`src/rtl/unified_mem_arbiter_pkg.sv`:
```
// Shared types for the IF/MEM unified memory arbiter: FSM states, access owner
// and the registered memory command payload.
package unified_mem_arbiter_pkg;

  localparam int unsigned ADDR_W = 32;
  localparam int unsigned DATA_W = 32;

  typedef enum logic [1:0] {
    IDLE = 2'd0,
    BUSY = 2'd1,
    RESP = 2'd2
  } state_t;

  typedef enum logic {
    OWN_IF  = 1'b0,
    OWN_MEM = 1'b1
  } owner_t;

  typedef struct packed {
    logic              we;
    logic [ADDR_W-1:0] addr;
    logic [DATA_W-1:0] wdata;
  } mem_cmd_t;

endpackage

```
`src/rtl/unified_mem_arbiter_if.sv`:
```
// Bundle of the IF port, MEM port and memory-side handshake of the arbiter.
// slave = arbiter view, master = pipeline/memory environment view.
interface unified_mem_arbiter_if;
  import unified_mem_arbiter_pkg::*;

  logic              if_req;
  logic [ADDR_W-1:0] if_addr;
  logic [DATA_W-1:0] if_rdata;
  logic              if_done;

  logic              mem_rd;
  logic              mem_wr;
  logic [ADDR_W-1:0] mem_addr;
  logic [DATA_W-1:0] mem_wdata;
  logic [DATA_W-1:0] mem_rdata;
  logic              mem_done;

  logic              stall;

  logic              m_req;
  logic              m_we;
  logic [ADDR_W-1:0] m_addr;
  logic [DATA_W-1:0] m_wdata;
  logic [DATA_W-1:0] m_rdata;
  logic              m_ack;

  modport slave (
    input  if_req, if_addr, mem_rd, mem_wr, mem_addr, mem_wdata, m_rdata, m_ack,
    output if_rdata, if_done, mem_rdata, mem_done, stall, m_req, m_we, m_addr, m_wdata
  );

  modport master (
    output if_req, if_addr, mem_rd, mem_wr, mem_addr, mem_wdata, m_rdata, m_ack,
    input  if_rdata, if_done, mem_rdata, mem_done, stall, m_req, m_we, m_addr, m_wdata
  );

endinterface

```
`src/rtl/unified_mem_arbiter.sv`:
```
// Arbitrates one single-port variable-latency memory between instruction fetch
// and the MEM stage; MEM wins unless IF has been starved for MAX_MEM_STREAK grants.
module unified_mem_arbiter
  import unified_mem_arbiter_pkg::*;
#(
  parameter int unsigned MAX_MEM_STREAK = 4
) (
  input  logic                  clk,
  input  logic                  rst,
  unified_mem_arbiter_if.slave  bus
);

  localparam int unsigned           STREAK_W   = $clog2(MAX_MEM_STREAK + 1);
  localparam logic [STREAK_W-1:0]   STREAK_MAX = STREAK_W'(MAX_MEM_STREAK);

  state_t              state, state_nxt;
  owner_t              owner, owner_nxt;
  logic [STREAK_W-1:0] streak, streak_nxt;
  mem_cmd_t            cmd, cmd_nxt;
  logic                req, req_nxt;
  logic                if_done_q, if_done_nxt;
  logic                mem_done_q, mem_done_nxt;
  logic [DATA_W-1:0]   if_rdata_q, if_rdata_nxt;
  logic [DATA_W-1:0]   mem_rdata_q, mem_rdata_nxt;

  logic mem_any_c;
  logic grant_if_c;

  assign mem_any_c  = bus.mem_rd | bus.mem_wr;
  assign grant_if_c = bus.if_req & (~mem_any_c | (streak == STREAK_MAX));

  // Next-state, command and response logic
  always_comb begin
    state_nxt     = state;
    owner_nxt     = owner;
    streak_nxt    = streak;
    req_nxt       = req;
    cmd_nxt       = cmd;
    if_done_nxt   = 1'b0;
    mem_done_nxt  = 1'b0;
    if_rdata_nxt  = if_rdata_q;
    mem_rdata_nxt = mem_rdata_q;

    case (state)
      IDLE: begin
        if (grant_if_c) begin
          owner_nxt     = OWN_IF;
          req_nxt       = 1'b1;
          cmd_nxt.we    = 1'b0;
          cmd_nxt.addr  = bus.if_addr;
          cmd_nxt.wdata = '0;
          streak_nxt    = '0;
          state_nxt     = BUSY;
        end else if (mem_any_c) begin
          owner_nxt     = OWN_MEM;
          req_nxt       = 1'b1;
          // rd+wr together is issued as a store
          cmd_nxt.we    = bus.mem_wr;
          cmd_nxt.addr  = bus.mem_addr;
          cmd_nxt.wdata = bus.mem_wdata;
          if (!bus.if_req) begin
            streak_nxt = '0;
          end else if (streak != STREAK_MAX) begin
            streak_nxt = streak + STREAK_W'(1);
          end
          state_nxt     = BUSY;
        end
      end

      BUSY: begin
        if (bus.m_ack) begin
          req_nxt    = 1'b0;
          cmd_nxt.we = 1'b0;
          state_nxt  = RESP;
          if (owner == OWN_IF) begin
            if_rdata_nxt = bus.m_rdata;
            if_done_nxt  = 1'b1;
          end else begin
            if (!cmd.we) begin
              mem_rdata_nxt = bus.m_rdata;
            end
            mem_done_nxt = 1'b1;
          end
        end
      end

      RESP: begin
        state_nxt = IDLE;
      end

      default: begin
        state_nxt = IDLE;
      end
    endcase
  end

  // State and registered outputs; reset drops m_req immediately
  always_ff @(posedge clk or posedge rst) begin
    if (rst) begin
      state       <= IDLE;
      owner       <= OWN_IF;
      streak      <= '0;
      req         <= 1'b0;
      cmd         <= '0;
      if_done_q   <= 1'b0;
      mem_done_q  <= 1'b0;
      if_rdata_q  <= '0;
      mem_rdata_q <= '0;
    end else begin
      state       <= state_nxt;
      owner       <= owner_nxt;
      streak      <= streak_nxt;
      req         <= req_nxt;
      cmd         <= cmd_nxt;
      if_done_q   <= if_done_nxt;
      mem_done_q  <= mem_done_nxt;
      if_rdata_q  <= if_rdata_nxt;
      mem_rdata_q <= mem_rdata_nxt;
    end
  end

  assign bus.m_req     = req;
  assign bus.m_we      = cmd.we;
  assign bus.m_addr    = cmd.addr;
  assign bus.m_wdata   = cmd.wdata;
  assign bus.if_done   = if_done_q;
  assign bus.mem_done  = mem_done_q;
  assign bus.if_rdata  = if_rdata_q;
  assign bus.mem_rdata = mem_rdata_q;

  // Pipeline stall until each pending requester sees its done pulse
  assign bus.stall = (bus.if_req & ~if_done_q) | (mem_any_c & ~mem_done_q);

endmodule

```
`src/flat_wrapper.sv`:
```
// flat-port wrapper written by rule: the top's interface ports become plain ports
module unified_mem_arbiter_flat import unified_mem_arbiter_pkg::*;
#(
  parameter int unsigned MAX_MEM_STREAK = 4
)
  (clk, rst, bus_if_req, bus_if_addr, bus_mem_rd, bus_mem_wr, bus_mem_addr, bus_mem_wdata, bus_m_rdata, bus_m_ack, bus_if_rdata, bus_if_done, bus_mem_rdata, bus_mem_done, bus_stall, bus_m_req, bus_m_we, bus_m_addr, bus_m_wdata);
  unified_mem_arbiter_if bus_i ();
  input  logic clk;
  input  logic rst;
  input wire logic [$bits(bus_i.if_req)-1:0] bus_if_req;
  input wire logic [$bits(bus_i.if_addr)-1:0] bus_if_addr;
  input wire logic [$bits(bus_i.mem_rd)-1:0] bus_mem_rd;
  input wire logic [$bits(bus_i.mem_wr)-1:0] bus_mem_wr;
  input wire logic [$bits(bus_i.mem_addr)-1:0] bus_mem_addr;
  input wire logic [$bits(bus_i.mem_wdata)-1:0] bus_mem_wdata;
  input wire logic [$bits(bus_i.m_rdata)-1:0] bus_m_rdata;
  input wire logic [$bits(bus_i.m_ack)-1:0] bus_m_ack;
  output wire logic [$bits(bus_i.if_rdata)-1:0] bus_if_rdata;
  output wire logic [$bits(bus_i.if_done)-1:0] bus_if_done;
  output wire logic [$bits(bus_i.mem_rdata)-1:0] bus_mem_rdata;
  output wire logic [$bits(bus_i.mem_done)-1:0] bus_mem_done;
  output wire logic [$bits(bus_i.stall)-1:0] bus_stall;
  output wire logic [$bits(bus_i.m_req)-1:0] bus_m_req;
  output wire logic [$bits(bus_i.m_we)-1:0] bus_m_we;
  output wire logic [$bits(bus_i.m_addr)-1:0] bus_m_addr;
  output wire logic [$bits(bus_i.m_wdata)-1:0] bus_m_wdata;
  assign bus_i.if_req = bus_if_req;
  assign bus_i.if_addr = bus_if_addr;
  assign bus_i.mem_rd = bus_mem_rd;
  assign bus_i.mem_wr = bus_mem_wr;
  assign bus_i.mem_addr = bus_mem_addr;
  assign bus_i.mem_wdata = bus_mem_wdata;
  assign bus_i.m_rdata = bus_m_rdata;
  assign bus_i.m_ack = bus_m_ack;
  assign bus_if_rdata = bus_i.if_rdata;
  assign bus_if_done = bus_i.if_done;
  assign bus_mem_rdata = bus_i.mem_rdata;
  assign bus_mem_done = bus_i.mem_done;
  assign bus_stall = bus_i.stall;
  assign bus_m_req = bus_i.m_req;
  assign bus_m_we = bus_i.m_we;
  assign bus_m_addr = bus_i.m_addr;
  assign bus_m_wdata = bus_i.m_wdata;
  unified_mem_arbiter #(.MAX_MEM_STREAK(MAX_MEM_STREAK)) u_core (.clk(clk), .rst(rst), .bus(bus_i));
endmodule
```
`config.mk`:
```
export PLATFORM = sky130hd
export DESIGN_NAME = unified_mem_arbiter_flat
export DESIGN_NICKNAME = d
export VERILOG_FILES = /design/src/rtl/unified_mem_arbiter_pkg.sv /design/src/rtl/unified_mem_arbiter_if.sv /design/src/rtl/unified_mem_arbiter.sv /design/src/flat_wrapper.sv
export SDC_FILE = /design/constraint.sdc
export NUM_CORES = 1
export LEC_CHECK = 0
export CAP_MARGIN = 20
export CELL_PAD_IN_SITES_DETAIL_PLACEMENT = 1
export CELL_PAD_IN_SITES_GLOBAL_PLACEMENT = 1
export CORE_MARGIN = 4
export CORE_UTILIZATION = 28
export DETAILED_ROUTE_END_ITERATION = 6
export PLACE_DENSITY_LB_ADDON = 0.1
export SYNTH_ARGS = -nofsm -noshare
export SYNTH_HDL_FRONTEND = slang
export SYNTH_SLANG_ARGS = --single-unit
```
`constraint.sdc`:
```
create_clock -name clk -period 4.45 [get_ports clk]
set_input_delay 0.89 -clock clk [delete_from_list [all_inputs] [get_ports clk]]
set_output_delay 0.89 -clock clk [all_outputs]
set_load 0.02 [all_outputs]
```
==> impl_metrics.tcl <==
set metrics [dict create \
    status "complete, no violations" \
    vdd_ir_drop_max_mv 0.307 \
    tns_ns 0 \
    slew_headroom_pct 31.2 \
    end_kind "primary output" \
    ys_ff_latch 138 \
    cap_violations 0 \
    routed_wl_mm 19.5 \
    syn_nets 570 \
    rows 51 \
    antenna_found_initial 0 \
    seqCellArea_mm2 0.00345 \
    multiInputGateArea_mm2 0.00196 \
    postCtsSetupBuffers 0 \
    cts-root-buf "clkbuf_16" \
    wl_met2_mm 9.49 \
    routedWlPerCell_um 20.1 \
    cts_sinks 138 \
    drc 0 \
    dieArea_mm2 0.0223 \
    grt_remaining_overflow 0 \
    worstSetupPathType "input pin to primary output" \
    track_usage_pct 17.5 \
    p_total_mw 7.05 \
    yosys.area.top_type_share_pct 61.8 \
    hold_path.class "flip-flop to flip-flop" \
    synth_edf_count 0 \
    postLayoutCoreUtil_pct 46.8 \
    seq_area_frac_synth_pct 61.8 \
    drtAntennaViolNets 0 \
    firstDrtPassIters 4 \
    async_reset_ff_share_pct 100 \
    wl_met3_mm 1.89 \
    top_layer_used "met4" \
    ys_warn_count 0 \
    post-route-period-util_pct 74.9 \
    dr_total_vias 4727 \
    drv_slew 0 \
    grt_pass1_wl_mm 30.5 \
    leakagePower_nw 3.66 \
    drive_gt1_share_pct 15.8 \
    io_buffers 266 \
    max_freq_mhz 300 \
    setup_violations 0 \
    nFillCells 2045 \
    grt_max_degree 139 \
    synthCells 434 \
    synth_area_leader_cell "dfrtp_1" \
    vias_per_cell 4.86 \
    wl_met1_mm 7.81 \
    die_h_um 149 \
    synth.cell_area_mm2 0.00559 \
    synth.distinct_cells 33 \
    place_congestion 0.787 \
    antenna_cells 0 \
    cts_hold_buf 0 \
    cts_made_buffers 17 \
    synthTopCellsByArea "dfrtp_1 62%, mux2_2 12%, a22o_1 5.0%" \
    dp.final_hpwl_mm 13.6 \
    area_delta_synth_final_pct 63.4 \
    synth_ff_type "dfrtp_1" \
    syn_area_per_cell_um2 12.9 \
    start_util_pct 28.6 \
    ctsResizeCount 0 \
    finClkSkew_ns 0.0124 \
    hold_viol 0 \
    tritoncts "done" \
    cp.arrival_ns 2.44 \
    io_pins 267 \
    clk_pin_slew_ns 0.06 \
    grt_pass1_vias 5293 \
    clock_latency_ns 0.42 \
    drtIter0Drc 123 \
    period_minus_slack_ns 3.33 \
    startpoint_type "input pin" \
    power_density_mw_per_mm2 772 \
    crit_fanout 6 \
    core_area_mm2 0.0195 \
    cts_buffer_depth 2 \
    rsz0062_at_grt "false" \
    htreeDepth 4 \
    tightest_slew_ns 1.03 \
    required_ns 3.56 \
    fin_nets 830 \
    die_width_um 149 \
]
==> synth_stat cells (3+ instances only) <==
master	number
a21oi_1	33
a22o_1	32
a31oi_1	32
buf_2	12
buf_6	6
clkbuf_1	17
dfrtp_1	138
inv_1	5
mux2_1	4
mux2_2	60
nand3_1	32
nor2_1	3
o21ai_0	36
==> cell type report <==
class	count	share of cell area (%)
timing repair buffer	276	30.3
clock buffer	17	4.66
clock inverter	15	1.93
inverter	5	0.247
tap	265	3.63
sequential	138	37.8
multi-input combinational	256	21.5
==> stage by stage <==
| stage | cell area, um^2 | cells | hold WS, ns | setup WS, ns |
|---|---|---|---|---|
| 2_1_floorplan | 5590 | 434 | 0.506 | 1.84 |
| 5_1_grt | 9130 | 972 | 0.512 | 1.05 |
| 4_1_cts | 9130 | 972 | 0.498 | 1.10 |
| 3_5_place_dp | 8530 | 940 | 0.485 | 1.07 |
| 3_3_place_gp | 8530 | 940 | 0.467 | 1.07 |
| 6_report | 9130 | 972 | 0.490 | 1.12 |
==> logic make-up after synthesis <==
| family | synth area share (%) |
|---|---|
| multiplexers | 12.9 |
| AND/OR/NAND/NOR | 5.15 |
| AO/OA/AOI/OAI | 16.0 |
| adder cells (fa/ha/maj) | 0.448 |
| buffers and inverters | 3.76 |
| flip-flops | 61.8 |
==> metal layers <==
layer | track usage [%] | vias up
li1 | - | 2139
met1 | 20.9 | 2375
met2 | 28.6 | 192
met3 | 7.32 | 21
met4 | 6.00 | 0
met5 | 0 | -
==> power breakdown <==
group / switching, mW / internal [mW] / leakage, nW
clock network: 0.573 / 0.882 / 0.289
logic: 1.70 / 1.67 / 1.73
registers: 0.346 / 1.87 / 1.64
==> final timing paths <==
| kind | from | endpoint | slack [ns] | cells after the start |
|---|---|---|---|---|
| max | bus_mem_wr | bus_stall | 1.12 | 4 |
| min | u_core.bus.m_req | u_core.bus.m_req | 0.49 | 2 |
| max reg2reg | u_core.state[1] | u_core.bus.mem_rdata[26] | 2.40 | 4 |
| min reg2reg | u_core.bus.m_req | u_core.bus.m_req | 0.49 | 2 |
| max in group asynchronous | rst | u_core.bus.if_rdata[2] | 2.79 | 3 |
| min in group asynchronous | rst | u_core.bus.mem_rdata[29] | 1.05 | 3 |
==> critical path, cell delays in order <==
cell             delay, ns
clkdlybuf4s50_1       0.64
nor2_1                0.12
o22ai_1               0.12
clkdlybuf4s50_1       0.67
==> registers in the layout, summed over array words and instances (netlist names) <==
name                  flops
u_core.bus.if_done        1
u_core.bus.if_rdata      32
u_core.bus.m_addr        32
u_core.bus.m_req          1
u_core.bus.m_wdata       32
u_core.bus.m_we           1
u_core.bus.mem_done       1
u_core.bus.mem_rdata     32
u_core.owner              1
u_core.state              2
u_core.streak             3
==> cell usage in the layout, fill, tap and decap left out, types with 3 or more instances in the layout <==
| cell type | n |
|---|---|
| clkdlybuf4s50_1 | 266 |
| dfrtp_1 | 138 |
| mux2_2 | 60 |
| o21ai_0 | 36 |
| a21oi_1 | 33 |
| a22o_1 | 32 |
| nand3_1 | 32 |
| a31oi_1 | 32 |
| clkbuf_16 | 17 |
| buf_4 | 8 |
| inv_1 | 4 |
| mux2_1 | 4 |
| clkinvlp_4 | 4 |
| clkinv_2 | 4 |
| clkinv_4 | 4 |
| bufinv_16 | 3 |
No activity file was read; power rests on OpenSTA's default activity.
